==> src/rtl/jtag_uart_sys_xmit_byte.sv <==
// rtl/jtag_uart_sys_xmit_byte.sv - inbound user-to-CPU word FIFO behind an Avalon-MM s1 slave
//
// Optional feature macro: XMIT_BYTE_IRQ_EN
//   defined   : IRQMSK register implemented, registered level interrupt
//   undefined : IRQMSK reads 0 / ignores writes, irq tied low
module jtag_uart_sys_xmit_byte #(
  parameter int DATA_W = 9,
  parameter int DEPTH  = 16
) (
  input  logic              clk,
  input  logic              reset,
  input  logic [1:0]        address,
  input  logic              chipselect,
  input  logic              read,
  input  logic              write_n,
  input  logic [31:0]       writedata,
  output logic [31:0]       readdata,
  input  logic              in_valid,
  input  logic [DATA_W-1:0] in_data,
  output logic              in_ready,
  output logic              irq
);

  // Pointer and fill-level widths follow from DEPTH; level needs one extra bit
  // so that a completely full FIFO (level == DEPTH) is representable.
  localparam int PTR_W = $clog2(DEPTH);
  localparam int LVL_W = PTR_W + 1;

  localparam logic [1:0] ADDR_DATA   = 2'd0;
  localparam logic [1:0] ADDR_STATUS = 2'd1;
  localparam logic [1:0] ADDR_IRQMSK = 2'd2;
  localparam logic [1:0] ADDR_FLUSH  = 2'd3;

  localparam logic [LVL_W-1:0] LVL_FULL = LVL_W'(DEPTH);
  localparam logic [LVL_W-1:0] LVL_ONE  = LVL_W'(1);
  localparam logic [PTR_W-1:0] PTR_ONE  = PTR_W'(1);

  // ---------------------------------------------------------------------------
  // State
  // ---------------------------------------------------------------------------
  logic [DATA_W-1:0] mem_q [DEPTH];
  logic [PTR_W-1:0]  wr_ptr_q, wr_ptr_d;
  logic [PTR_W-1:0]  rd_ptr_q, rd_ptr_d;
  logic [LVL_W-1:0]  level_q,  level_d;
  logic              ovf_q,    ovf_d;
  // Goes high on the first clock edge after reset is released; holds in_ready
  // low for the whole reset interval without a combinational path from reset.
  logic              alive_q;

  // ---------------------------------------------------------------------------
  // Decode
  // ---------------------------------------------------------------------------
  logic empty;
  logic full;
  logic wr_en;
  logic rd_data_strobe;
  logic flush;
  logic ovf_clr;
  logic push;
  logic pop;
  logic drop;

  assign empty          = (level_q == '0);
  assign full           = (level_q == LVL_FULL);
  assign wr_en          = chipselect & ~write_n;
  assign rd_data_strobe = chipselect & read & (address == ADDR_DATA);
  assign flush          = wr_en & (address == ADDR_FLUSH);
  assign ovf_clr        = wr_en & (address == ADDR_STATUS) & writedata[2];

  assign in_ready = alive_q & ~full;

  // A flush discards anything arriving or leaving in the same cycle.
  assign push = in_valid & in_ready & ~flush;
  // A DATA read on an empty FIFO reports valid=0 and must not move pointers.
  assign pop  = rd_data_strobe & ~empty & ~flush;
  // Words presented while full are lost; overflow records that it happened.
  assign drop = in_valid & full;

  // ---------------------------------------------------------------------------
  // Next-state: pointers, level and sticky overflow
  // ---------------------------------------------------------------------------
  // Compute FIFO bookkeeping for the coming edge; flush overrides push/pop.
  always_comb begin
    wr_ptr_d = wr_ptr_q;
    rd_ptr_d = rd_ptr_q;
    level_d  = level_q;
    ovf_d    = ovf_q;

    if (flush) begin
      wr_ptr_d = '0;
      rd_ptr_d = '0;
      level_d  = '0;
    end else begin
      if (push) begin
        wr_ptr_d = wr_ptr_q + PTR_ONE;
      end
      if (pop) begin
        rd_ptr_d = rd_ptr_q + PTR_ONE;
      end
      unique case ({push, pop})
        2'b10:   level_d = level_q + LVL_ONE;
        2'b01:   level_d = level_q - LVL_ONE;
        default: level_d = level_q;
      endcase
    end

    // Clear first so that a same-cycle drop leaves overflow set.
    if (ovf_clr) begin
      ovf_d = 1'b0;
    end
    if (drop) begin
      ovf_d = 1'b1;
    end
  end

  // Register FIFO bookkeeping; asynchronous reset returns to the empty state.
  always_ff @(posedge clk or posedge reset) begin
    if (reset) begin
      wr_ptr_q <= '0;
      rd_ptr_q <= '0;
      level_q  <= '0;
      ovf_q    <= 1'b0;
      alive_q  <= 1'b0;
    end else begin
      wr_ptr_q <= wr_ptr_d;
      rd_ptr_q <= rd_ptr_d;
      level_q  <= level_d;
      ovf_q    <= ovf_d;
      alive_q  <= 1'b1;
    end
  end

  // Storage array; contents need no reset because level gates visibility.
  always_ff @(posedge clk) begin
    if (push) begin
      mem_q[wr_ptr_q] <= in_data;
    end
  end

  // ---------------------------------------------------------------------------
  // Optional interrupt mask and interrupt output
  // ---------------------------------------------------------------------------
  logic [1:0] msk_rd;

`ifdef XMIT_BYTE_IRQ_EN
  logic [1:0] msk_q, msk_d;
  logic       irq_q, irq_d;

  // Mask register update and interrupt condition from registered state.
  always_comb begin
    msk_d = msk_q;
    if (wr_en && (address == ADDR_IRQMSK)) begin
      msk_d = writedata[1:0];
    end
    irq_d = (msk_q[0] & ~empty) | (msk_q[1] & ovf_q);
  end

  // Registered mask and interrupt; irq lags its cause by one cycle.
  always_ff @(posedge clk or posedge reset) begin
    if (reset) begin
      msk_q <= '0;
      irq_q <= 1'b0;
    end else begin
      msk_q <= msk_d;
      irq_q <= irq_d;
    end
  end

  assign msk_rd = msk_q;
  assign irq    = irq_q;

  logic unused_wdata;
  assign unused_wdata = ^writedata[31:3];
`else
  assign msk_rd = 2'b00;
  assign irq    = 1'b0;

  logic unused_wdata;
  assign unused_wdata = ^{writedata[31:3], writedata[1:0]};
`endif

  // ---------------------------------------------------------------------------
  // s1 read mux (zero wait states, purely combinational)
  // ---------------------------------------------------------------------------
  logic [8:0]  head_field;
  logic [15:0] level_w16;
  logic [7:0]  level_w8;

  // The head word field reads 0 when empty so an empty read is fully defined.
  assign head_field = empty ? 9'd0 : 9'(mem_q[rd_ptr_q]);
  assign level_w16  = 16'(level_q);
  assign level_w8   = 8'(level_q);

  // Select the register image for the current address.
  always_comb begin
    readdata = '0;
    unique case (address)
      ADDR_DATA:   readdata = {level_w16, 6'd0, ~empty, head_field};
      ADDR_STATUS: readdata = {16'd0, level_w8, 5'd0, ovf_q, full, empty};
      ADDR_IRQMSK: readdata = {30'd0, msk_rd};
      ADDR_FLUSH:  readdata = '0;
      default:     readdata = '0;
    endcase
  end

endmodule
==> config.mk <==
export PLATFORM = sky130hd
export DESIGN_NAME = jtag_uart_sys_xmit_byte
export DESIGN_NICKNAME = d
export VERILOG_FILES = /design/src/rtl/jtag_uart_sys_xmit_byte.sv
export SDC_FILE = /design/constraint.sdc
export NUM_CORES = 1
export LEC_CHECK = 0
export CORE_MARGIN = 2
export CORE_UTILIZATION = 55
export CTS_BUF_LIST = sky130_fd_sc_hd__clkbuf_16
export DETAILED_ROUTE_END_ITERATION = 12
export PLACE_DENSITY = 0.76
export REMOVE_ABC_BUFFERS = 1
export SLEW_MARGIN = 20
export SYNTH_ARGS = -nofsm -noshare
export SYNTH_HDL_FRONTEND = slang
export SYNTH_SLANG_ARGS = --single-unit
export TNS_END_PERCENT = 100
==> constraint.sdc <==
create_clock -name clk -period 5.3 [get_ports clk]
set_input_delay 1.06 -clock clk [delete_from_list [all_inputs] [get_ports clk]]
set_output_delay 1.06 -clock clk [all_outputs]
set_load 0.05 [all_outputs]
==> out/results.ini, run 1 <==
[timing]
relSlewSlack_pct = 29.5
fin_hold_ws_ns = 0.507
clock_skew_ns = 0.00836
grt_setup_unrepaired = no
setup_viol = 0
fmax_mhz = 224
final.setup.tns_ns = 0
finalCritPeriodShare_pct = 84.3
finalHoldViolCount = 0
period_needed_ns = 4.47
slew_violations = 0
max_slew.worst_pin.slew_ns = 1.05

[finish]
nNetsFinal = 490
finalNonFillerCells = 591
utilization_pct = 65.5
area_delta_synth_final_pct = 16.7
diodes = 0
nFillCells = 819
layout_common_cells = edfxtp_1 (144), mux4_2 (36), clkdlybuf4s50_1 (36)
final_common_cell = edfxtp_1
drive_above_1_share_pct = 18.5
fin_area_um2 = 7860

[route]
routed_wl_mm = 13.5
routed-via-count = 3596
drtAntennaViolNets = 0
drc = 0
first_pass_iters = 4
dr.first_iter.drc_count = 327
wl_per_cell_um = 22.8
routed_via_density = 6.08

[setup_path]
endpoint_kind = output pin
crit_top_cell = clkdlybuf4s50_1
cp-start-kind = input pin
cp_max_fo = 10
cp_cell_sequence = clkdlybuf4s50_1 -> nor2_1 -> nand2_1 -> a31oi_1 -> a31o_2 -> clkdlybuf4s50_1
critPathMaxStageDelay_ns = 0.80
cp_slowest_cell = clkdlybuf4s50_1
cp_num_buf_inv = 2
cp.required_ns = 4.24
crit_type = input pin to output pin
arrival_ns = 3.41
critPathTopFamily = buffers and inverters

[status]
status = finished, final reports clean

[flow_run]
drv_cap = 0

[floorplan]
start_util_pct = 56.1
die_area_um2 = 13200
io_pins = 83
fp-row-count = 40
die_y_um = 115
core_area_um2 = 12000
fp.dieW_um = 115

[yosys]
yosysSeqAreaShare_pct = 69.7
synth_area_leaders = edfxtp_1 (64%), mux4_2 (12%), dfrtp_1 (5.6%), buf_4 (1.7%), ha_1 (1.5%)
synth_top_area_cell = edfxtp_1
yosysWarnings = 0
ys_seq_elements = 159
synth_top_area_share_pct = 64.2
synth_cell_type_count = 44
syn_area_per_cell_um2 = 17.3
syn_inst = 389
syn_area_um2 = 6740

[grt]
grt_pass1_vias = 3589
antenna_found_initial = 0
grt-ovfl-total = 0
grt_max_degree = 40
grt_pass1_wl_mm = 20.5
grt_use_total_pct = 22.1

[clock_tree]
clk_pin_slew_ns = 0.06
cts_inserted_buffers = 17
cts-resized-gates = 0
clk_latency_ns = 0.42
htree_levels = 4
cts-hold-fix-buffers = 0
cts_tree = done
clockRootBuffer = clkbuf_16
cts_max_path_buffers = 2
cts_setup_buffers = 0
cts_sinks = 159

[place]
dp_cells = 560
routabilityCongestion = 0.794
dpl.hpwl_mm = 8.32
io_buffers = 36
placed_cell_area_um2 = 7220

[power]
powerDensity_nw_per_um2 = 498
p_int_mw = 2.77
p_leak_nw = 2.62
peakVddDrop_uv = 218
net-switching-power_mw = 1.14
pwr-share-comb_pct = 25.7
clkPwrFrac_pct = 34.2
p_seq_share_pct = 40.1
sw_frac_of_total_pct = 29.2

[min_path]
holdCritPathClass = register to register

-- state kept, by name (all words and copies together), names as in the netlist --
signal    count
level_q       5
mem_q       144
rd_ptr_q      4
ovf_q         1
wr_ptr_q      4
alive_q       1
-- path summary, 6_finish.rpt --
kind                                 start     endpoint  slack (ns)  cells past startpoint
min in group asynchronous            reset  rd_ptr_q[2]        0.99                      2
worst min register to register       ovf_q        ovf_q        0.51                      1
worst max-delay path            address[1]  readdata[0]        0.83                      6
worst max register to register  level_q[3]   level_q[4]        2.16                     10
worst min-delay path                 ovf_q        ovf_q        0.51                      1
max in group asynchronous            reset  rd_ptr_q[0]        3.90                      2
-- cell usage after synthesis --
| master | number |
|---|---|
| edfxtp_1 | 144 |
| mux4_2 | 36 |
| nand2_1 | 21 |
| buf_4 | 15 |
| dfrtp_1 | 15 |
| nor2_1 | 15 |
| clkbuf_1 | 12 |
| inv_1 | 12 |
| a211oi_1 | 10 |
| nor2b_1 | 10 |
| nand3_1 | 9 |
| nor3_1 | 9 |
| and2_1 | 8 |
| ha_1 | 8 |
| buf_2 | 5 |
| mux2i_1 | 5 |
| o21ai_0 | 5 |
| xor2_1 | 5 |
| a21o_2 | 4 |
| a22oi_1 | 4 |
| a31oi_1 | 4 |
| nand4_1 | 4 |
| a21oi_1 | 3 |
| xnor2_1 | 3 |
| a21o_1 | 2 |
| a31o_2 | 2 |
| conb_1 | 2 |
| a21boi_0 | 1 |
| a21oi_4 | 1 |
| a32o_1 | 1 |
| a32oi_1 | 1 |
| and3_1 | 1 |
| buf_1 | 1 |
| fa_1 | 1 |
| nand4bb_1 | 1 |
| nor4_1 | 1 |
| nor4_4 | 1 |
| o211ai_1 | 1 |
| o21a_1 | 1 |
| o221ai_2 | 1 |
| o22ai_1 | 1 |
| o31ai_1 | 1 |
| or3_2 | 1 |
| or4_4 | 1 |
-- kinds of logic after synthesis --
| logic type | count (synthesis) | synth area share, % |
|---|---|---|
| fa+ha+maj | 9 | 1.78 |
| other cells | 2 | 0.111 |
| buf+inv | 45 | 3.43 |
| mux | 41 | 12.8 |
| xor+xnor | 8 | 1.04 |
| flops | 159 | 69.7 |
| compound gates | 43 | 4.81 |
| simple gates | 82 | 6.33 |
-- stage by stage --
step | worst slack, ns | total power, mW
2_1_floorplan | 0.788 | 2.30
3_3_place_gp | 0.844 | 2.57
3_5_place_dp | 0.803 | 2.60
4_1_cts | 0.783 | 3.94
5_1_grt | 0.738 | 4.07
6_report | 0.832 | 3.92
-- cell type report --
class | count | area, um2 | share of cell area (%)
clock buffers | 17 | 425 | 5.41
clock inverters | 14 | 221 | 2.82
inverters | 12 | 45.0 | 0.573
multi-input cells | 199 | 1860 | 23.7
flip-flops and latches | 159 | 4700 | 59.8
well taps | 147 | 184 | 2.34
repair buffers | 43 | 425 | 5.41
-- routing by layer --
layer	routed length, um	vias to the layer above	global-route usage, %
li1	-	1583	-
met1	5370	1832	28.9
met2	6680	150	34.5
met3	1060	31	6.56
met4	376	0	10.6
met5	0	-	0
-- power by group through the flow --
stage / clock (mW) / combinational (mW) / sequential [mW]
after floorplan: 0 / 0.656 / 1.64
final: 1.34 / 1.01 / 1.57
after detailed placement: 0 / 0.999 / 1.60
after global routing: 1.40 / 1.08 / 1.59
after global placement: 0 / 0.980 / 1.59
after CTS: 1.36 / 1.01 / 1.57
No activity file was read; power rests on OpenSTA's default activity.
==> run 2: changes to the inputs <==
- clock period: 5.3 -> 4.2 ns (I/O delays scaled with it)
==> run 2 against run 1 <==
Compared with the run above:
- setup slack worse by 0.45 ns
- global-route usage increased by 1.2 points
- critical path depth decreased by 2
- die area unchanged
==> out/results.ini, run 2 (synthesis results as in run 1) <==
[finish]
area_delta_synth_final_pct = 18.0
nNetsFinal = 502  ; +2.4%
fin_area_um2 = 7960  ; +1.2%
top_regs = mem_q (144), level_q (5)
top_register = mem_q
final_common_cell = edfxtp_1
layout_common_cells = edfxtp_1 (144), mux4_2 (36), clkdlybuf4s50_1 (28)
drive_above_1_share_pct = 23.0  ; +4.5 points
diodes = 0  ; unchanged
largest_reg_flops = 144  ; unchanged

[power]
p_total_mw = 4.99  ; +27%
powerDensity_nw_per_um2 = 627  ; +26%
peakVddDrop_uv = 363  ; +66%
p_leak_nw = 2.70  ; +3.0%

[route]
drtAntennaViolNets = 0  ; unchanged
wl_per_cell_um = 23.4  ; +2.7%
first_pass_iters = 5  ; +1
routed_wl_mm = 14.2  ; +4.9%
routed-via-count = 3674  ; +2.2%
dr.first_iter.drc_count = 477  ; +46%
drc = 0  ; unchanged
routed_via_density = 6.08  ; about the same

[grt]
grtUsageMet2_pct = 36.3  ; +1.9 points
busiest_layer = met2
grt_use_total_pct = 23.3  ; +1.2 points
antenna_found_initial = 0  ; unchanged
grt_pass1_wl_mm = 21.3  ; +3.7%
grt_max_degree = 29  ; -28%
met3_usage_pct = 7.20  ; +0.64 points
grt-ovfl-total = 0  ; unchanged
grtUsageMet1_pct = 31.6  ; +2.7 points
grt_pass1_vias = 3550  ; -1.1%

[clock_tree]
cts_setup_buffers = 0  ; unchanged
cts-resized-gates = 0  ; unchanged
cts_tree = done
clk_latency_ns = 0.42  ; about the same
clockRootBuffer = clkbuf_16
cts_inserted_buffers = 17  ; unchanged
clk_pin_slew_ns = 0.06  ; about the same
cts-hold-fix-buffers = 0  ; unchanged
cts_max_path_buffers = 2  ; unchanged
htree_levels = 4  ; unchanged
cts_sinks = 159  ; unchanged

[timing]
max_slew.worst_pin.slew_ns = 0.820  ; -0.233 ns
setup_ws_ns = 0.385  ; -0.447 ns
relSlewSlack_pct = 45.3  ; +16 points
finalHoldViolCount = 0  ; unchanged
period_needed_ns = 3.81
slew_violations = 0  ; unchanged
fmax_mhz = 262
finalCritPeriodShare_pct = 90.8
setup_viol = 0  ; unchanged
clock_skew_ns = 0.0138  ; +0.00540 ns
fin_hold_ws_ns = 0.524  ; +0.0166 ns
grt_setup_unrepaired = no

[place]
routabilityCongestion = 0.791  ; -0.38%
placed_cell_area_um2 = 7290  ; +0.97%
io_buffers = 36  ; unchanged
dpl.hpwl_mm = 8.67  ; +4.2%
dp_slack_ns = 0.491  ; -0.312 ns

[setup_path]
cp_max_fo = 17  ; +7
cp.required_ns = 3.36  ; -0.88 ns
arrival_ns = 2.97  ; -0.44 ns
cp_slowest_cell = dfrtp_2
crit_type = register to output pin
cp-start-kind = register
critPathMaxStageDelay_ns = 0.74  ; -0.06 ns
cp_cell_sequence = mux4_2 -> mux2i_1 -> a211oi_1 -> clkdlybuf4s50_1
endpoint_kind = output pin

[floorplan]
fp-row-count = 40  ; unchanged
die_y_um = 115  ; unchanged
start_util_pct = 56.1  ; unchanged
io_pins = 83  ; unchanged
die_area_um2 = 13200  ; unchanged
core_area_um2 = 12000  ; unchanged
fp.dieW_um = 115  ; unchanged

[min_path]
holdCritPathClass = register to register

[status]
status = finished, final reports clean

[flow_run]
drv_cap = 0  ; unchanged

[run 2: through the flow]
step / cells / util, % / setup TNS [ns]
3_3_place_gp: 572 / 60.7 / 0
4_1_cts: 604 / 66.2 / 0
2_1_floorplan: 370 / - / -0.462
5_1_grt: 604 / 66.2 / 0
6_report: 604 / 66.2 / 0
3_5_place_dp: 572 / 60.7 / 0
[run 2: critical path: cells and delay by family, from the launching register on]
| kind | cells | cell delay, ns |
|---|---|---|
| compound gates | 1 | 0.13 |
| buf+inv | 1 | 0.74 |
| flops | 1 | 0.74 |
| mux | 2 | 0.93 |
[run 2: per-layer routing]
metal	vias to the layer above	share of wire [%]
li1	1614	-
met1	1870	41
met2	175	50
met3	15	7.2
met4	0	1.7
met5	-	0
[run 2: final cells by class]
type	count	area, um2
fill	785	4060
clock inverter	15	244
inverter	12	45.0
tap	147	184
timing repair buffer	55	495
sequential	159	4700
clock buffer	17	425
multi-input combinational	199	1860
[run 2: report_power, final]
group | switching (mW) | leakage (nW) | internal (mW) | total [mW]
clock | 0.605 | 0.314 | 1.11 | 1.72
sequential | 0.179 | 1.49 | 1.84 | 2.02
combinational | 0.690 | 0.900 | 0.558 | 1.25
[run 2: final timing paths]
check	startpoint	end	slack, ns	cells after the start
setup / recovery	rd_ptr_q[0]	readdata[5]	0.39	4
hold / removal	ovf_q	ovf_q	0.52	1
setup reg to reg	level_q[3]	level_q[4]	1.20	10
hold reg to reg	ovf_q	ovf_q	0.52	1
max in group asynchronous	reset	rd_ptr_q[0]	2.96	2
min in group asynchronous	reset	level_q[2]	0.80	2
==> run 3: changes to the inputs <==
- SKIP_LAST_GASP: default -> 1
==> results of run 3 <==
No change in the layout: final DEF, timing and power equal those of run 2.
